[src/rtl/pwm_sample_out.sv]
`default_nettype none
//==============================================================================
// Module      : pwm_sample_out
// Description : Audio PWM output stage. Samples arrive over a valid/ready
//               handshake into a small FIFO; each PWM period of 2**SAMPLE_W
//               clocks pops one sample and uses it as the duty (number of
//               high cycles at the start of the period) on output D.
// Ports       : clk           - system clock
//               nrst          - asynchronous active-low reset
//               en            - output enable (low: idle, D held low)
//               sample_in     - unsigned duty value
//               sample_valid  - producer has a sample on sample_in
//               sample_ready  - FIFO has room (from registered level only)
//               D             - PWM output (registered)
//               period_strobe - 1-cycle pulse in the first cycle of a period
//               underrun      - 1-cycle pulse: period started with FIFO empty
//               fifo_level    - number of buffered samples
// Revision    : 1.0 - initial release
//==============================================================================
module pwm_sample_out #(
    parameter int SAMPLE_W   = 8,
    parameter int FIFO_DEPTH = 4
) (
    input  logic                             clk,
    input  logic                             nrst,
    input  logic                             en,
    input  logic [SAMPLE_W-1:0]              sample_in,
    input  logic                             sample_valid,
    output logic                             sample_ready,
    output logic                             D,
    output logic                             period_strobe,
    output logic                             underrun,
    output logic [$clog2(FIFO_DEPTH+1)-1:0]  fifo_level
);

    localparam int LVL_W = $clog2(FIFO_DEPTH + 1);
    localparam int PTR_W = $clog2(FIFO_DEPTH);

    localparam logic [SAMPLE_W-1:0] c_CNT_MAX = '1;
    localparam logic [LVL_W-1:0]    c_FULL    = LVL_W'(FIFO_DEPTH);
    localparam logic [LVL_W-1:0]    c_EMPTY   = '0;

    logic [SAMPLE_W-1:0] r_mem [FIFO_DEPTH];
    logic [PTR_W-1:0]    r_rd_ptr;
    logic [PTR_W-1:0]    r_wr_ptr;
    logic [LVL_W-1:0]    r_level;
    logic [SAMPLE_W-1:0] r_cnt;
    logic [SAMPLE_W-1:0] r_duty;
    logic                r_d;
    logic                r_strobe;
    logic                r_underrun;

    logic                w_push;
    logic                w_wrap;
    logic                w_pop;
    logic [SAMPLE_W-1:0] w_cnt_next;
    logic [SAMPLE_W-1:0] w_duty_next;
    logic [LVL_W-1:0]    w_level_next;

    // Ready depends only on the registered level, so no combinational path
    // runs from sample_valid back to sample_ready.
    assign sample_ready  = (r_level < c_FULL);
    assign fifo_level    = r_level;
    assign D             = r_d;
    assign period_strobe = r_strobe;
    assign underrun      = r_underrun;

    assign w_push = sample_valid && sample_ready;
    // The period boundary is the edge on which the counter sits at its
    // maximum with the output enabled; while disabled the counter is parked
    // at the maximum so re-enabling starts a fresh period on the next edge.
    assign w_wrap = en && (r_cnt == c_CNT_MAX);
    // Pop decision uses the pre-edge level: a sample pushed on the same edge
    // as an empty-FIFO wrap is not visible until the following period.
    assign w_pop  = w_wrap && (r_level != c_EMPTY);

    always_comb begin
        w_cnt_next   = c_CNT_MAX;
        w_duty_next  = '0;
        w_level_next = r_level;

        if (en) begin
            // Unsigned overflow takes the counter from maximum back to 0.
            w_cnt_next  = r_cnt + 1'b1;
            w_duty_next = w_pop ? r_mem[r_rd_ptr] : r_duty;
        end

        case ({w_push, w_pop})
            2'b10:   w_level_next = r_level + 1'b1;
            2'b01:   w_level_next = r_level - 1'b1;
            default: w_level_next = r_level;
        endcase
    end

    // Storage carries no reset: emptiness is tracked by the level counter.
    always_ff @(posedge clk) begin
        if (w_push) begin
            r_mem[r_wr_ptr] <= sample_in;
        end
    end

    always_ff @(posedge clk or negedge nrst) begin
        if (!nrst) begin
            r_rd_ptr   <= '0;
            r_wr_ptr   <= '0;
            r_level    <= '0;
            r_cnt      <= c_CNT_MAX;
            r_duty     <= '0;
            r_d        <= 1'b0;
            r_strobe   <= 1'b0;
            r_underrun <= 1'b0;
        end else begin
            if (w_push) begin
                r_wr_ptr <= r_wr_ptr + 1'b1;
            end
            if (w_pop) begin
                r_rd_ptr <= r_rd_ptr + 1'b1;
            end
            r_level    <= w_level_next;
            r_cnt      <= w_cnt_next;
            r_duty     <= w_duty_next;
            // Output is high while the upcoming count is below the duty, so
            // a duty of all-ones still leaves the final cycle of the period low.
            r_d        <= en && (w_cnt_next < w_duty_next);
            r_strobe   <= w_wrap;
            r_underrun <= w_wrap && (r_level == c_EMPTY);
        end
    end

endmodule
`default_nettype wire

[config.mk]
export PLATFORM = sky130hd
export DESIGN_NAME = pwm_sample_out
export DESIGN_NICKNAME = d
export VERILOG_FILES = /design/src/rtl/pwm_sample_out.sv
export SDC_FILE = /design/constraint.sdc
export NUM_CORES = 1
export LEC_CHECK = 0
export CORE_UTILIZATION = 60
export DETAILED_ROUTE_END_ITERATION = 12
export GPL_TIMING_DRIVEN = 0
export MAX_ROUTING_LAYER = met4
export PLACE_DENSITY = 0.85
export SKIP_CTS_REPAIR_TIMING = 1
export SYNTH_ARGS = -nofsm -noshare
export SYNTH_HDL_FRONTEND = slang
export SYNTH_SLANG_ARGS = --single-unit
[constraint.sdc]
create_clock -name clk -period 6.3 [get_ports clk]
set_input_delay 0.63 -clock clk [delete_from_list [all_inputs] [get_ports clk]]
set_output_delay 0.63 -clock clk [all_outputs]
set_load 0.02 [all_outputs]
==> flow_metrics.py <==
metrics = {
    "timing": {
        "final.setup.worst_slack_ns": 3.48,
        "slew_viol_final": 0,
        "worst_pin_slew_ns": 1.17,
        "layout_min_cycle_time_ns": 2.82,
        "setup_viol": 0,
        "tns_ns": 0,
        "fmax_mhz": 355,
        "slew-limit-headroom_pct": 21.8,
        "rsz0062_at_grt": "false",
        "hold_viol": 0,
        "fin_skew_ns": 0.00536,
        "fin_crit_sh_pct": 44.7,
    },
    "setup_path": {
        "endpoint_kind": "flop",
        "r2r_cells": 8,
        "crit_type": "reg2reg",
        "slowest_delay_ns": 0.58,
        "slowest_stage": "nor4b_4",
        "required_ns": 6.51,
        "crit_path_max_fanout": 10,
        "cpMostUsedCell": "ha_1",
        "crit_chain": "ha_1 > nor4b_4 > nand2_1 > a21bo_2 > ha_1 > o2111ai_1 > a311oi_1 > a21oi_1",
        "arrival_ns": 3.03,
        "worstSetupStartpointType": "flop",
    },
    "detailed_routing": {
        "vias": 1584,
        "drtPass1Iterations": 4,
        "routedWlPerCell_um": 17.5,
        "wl_um": 4680,
        "via_per_inst": 5.91,
        "drc": 0,
        "postRouteAntennaNets": 0,
        "dr.first_iter.drc_count": 111,
    },
    "finish": {
        "final_util_pct": 74.7,
        "drive_gt1_share_pct": 20.6,
        "final_cells": 268,
        "final_nets": 239,
        "diodes": 0,
        "area_delta_synth_final_pct": 16.8,
        "fillCellCount": 249,
        "design_area_mm2": 0.00307,
    },
    "yosys": {
        "synth_area_leader_cell": "edfxtp_1",
        "syn_area_per_cell_um2": 14.2,
        "synth_warnings": 0,
        "synth.top_cell.area_share_pct": 36.5,
        "synth_area_mm2": 0.00263,
        "async_flop_share_pct": 44.8,
        "synth_edf_count": 32,
        "syn_inst": 185,
        "synth_ff_type": "edfxtp_1",
        "ys_ff_latch": 58,
        "ys_types": 39,
        "synth-seq-area-share_pct": 61.6,
        "ys_top_cells_by_area": "edfxtp_1 (37%), dfrtp_1 (17%), dfstp_2 (8.0%)",
        "synthesis.nets": 211,
    },
    "power_and_ir_drop": {
        "p_leak_nw": 1.15,
        "max-vdd-ir-drop_mv": 0.285,
        "power_density_mw_per_mm2": 410,
    },
    "place": {
        "gp_congestion": 0.906,
        "post-place-cells": 252,
        "placed_area_mm2": 0.00287,
        "place.port_buffers": 17,
        "dp_hpwl_um": 3230,
        "pre_cts_slack_ns": 3.46,
    },
    "clocking": {
        "tritoncts": "built",
        "h-tree-depth": 3,
        "cts_buffers": 9,
        "ctsRootBufferMaster": "clkbuf_8",
        "clkSlewWorstSetupHoldPaths_ns": 0.07,
        "cts.path.max_buffers": 2,
        "insertion_delay_ns": 0.33,
        "cts.sinks": 58,
    },
    "global_route": {
        "grt_pass1_vias": 1620,
        "antenna_found_initial": 0,
        "grt_pass1_wl_um": 7690,
        "grt_max_degree": 27,
        "grt-ovfl-total": 0,
        "grt_usage_pct": 25.1,
    },
    "die": {
        "io-pin-count": 19,
        "dieArea_mm2": 0.00466,
        "core_area_mm2": 0.00412,
        "start_util_pct": 64.0,
        "die_h_um": 68.2,
        "die_w_um": 68.2,
        "rows": 23,
    },
    "flow_run": {
        "maxCapViolCount": 0,
    },
    "min_path": {
        "hold_class": "reg2reg",
        "holdPathStages": 1,
    },
    "status": {
        "outcome": "finished, final reports clean",
    },
}
state kept, by name (all words and copies together), names as in the netlist:
signal / flops
r_wr_ptr: 2
fifo_level: 3
r_mem: 32
period_strobe: 1
underrun: 1
D: 1
r_duty: 8
r_rd_ptr: 2
r_cnt: 8
final cells by class:
| type | instances | area [µm²] | share of cell area [%] |
|---|---|---|---|
| timing repair buffer | 17 | 170 | 5.54 |
| buffer | 7 | 30.0 | 0.977 |
| clock buffer | 10 | 128 | 4.15 |
| sequential | 58 | 1620 | 52.7 |
| tap | 50 | 62.6 | 2.04 |
| clock inverter | 6 | 81.3 | 2.65 |
| multi-input combinational | 111 | 947 | 30.8 |
| inverter | 9 | 33.8 | 1.10 |
where the power goes:
group / internal (mW) / total, mW / switching (mW)
combinational: 0.172 / 0.367 / 0.194
clock: 0.220 / 0.363 / 0.143
sequential: 0.485 / 0.531 / 0.0459
cell families (layout without fill, tap and decap cells):
logic type	after synthesis	in the layout	synth area share (%)
buffers and inverters	16	49	2.42
and+or+nand+nor	52	52	10.8
DFF	58	58	61.6
muxes	9	9	7.22
adders and majority gates	14	14	6.94
AOI/OAI and AO/OA	25	25	7.37
xor gates and xnor gates	11	11	3.66
layer usage:
metal	part of all wire, %	GRT usage (%)	vias to the layer above	wire, µm
met2	51	40.4	47	2380
met5	0	-	-	0
li1	-	-	735	-
met4	2.2	11.7	0	102
met1	43	29.1	792	2020
met3	3.8	7.00	10	179
synthesized netlist by cell type (3+ instances only):
library cell	instances
xor2_1	6
nand4_1	4
edfxtp_1	32
mux4_2	8
o21ai_0	3
a21oi_1	3
dfstp_2	8
xnor2_1	5
and2_1	4
nor2b_1	3
clkbuf_1	3
ha_1	13
a21bo_2	7
nor2_1	3
a21boi_0	7
nand3_1	4
dfrtp_1	18
nand2_1	23
inv_1	9
buf_2	3
worst max-delay path: cells and delay by family, from the launching register on:
kind,cells,cell delay (ns)
adder cells (fa/ha/maj),2,0.61
AND/OR/NAND/NOR,2,0.76
flip-flops,1,0.57
AO/OA/AOI/OAI,4,0.74
cells in the final DEF (no fill, tap or decap), types with 2 or more instances in the layout:
master,n
clkbuf_1,4
xor2_1,6
bufinv_16,2
clkdlybuf4s50_1,17
clkinv_2,2
dfrtp_1,18
edfxtp_1,32
mux4_2,8
clkbuf_8,9
ha_1,13
nand3_1,4
nand2_1,23
nand4_1,4
nor2b_1,3
buf_2,3
dfstp_2,8
and2_1,4
xnor2_1,5
a21boi_0,7
a21oi_1,3
a21bo_2,7
nor2_1,3
inv_1,9
o21ai_0,3
through the flow:
stage               power, mW  hold WS [ns]
floorplan               0.791         0.334
global placement        0.879         0.494
detailed placement      0.904         0.504
CTS                      1.27         0.514
global route             1.33         0.553
finish                   1.26         0.524
path summary, 6_finish.rpt:
check,from,to,slack [ns]
min in group asynchronous,nrst,r_duty[2],0.92
max in group asynchronous,nrst,r_wr_ptr[0],4.68
worst max register to register,r_cnt[0],D,3.48
worst min register to register,fifo_level[2],underrun,0.52
worst min-delay path,fifo_level[2],underrun,0.52
worst max-delay path,r_cnt[0],D,3.48
No activity file was read; power rests on OpenSTA's default activity.
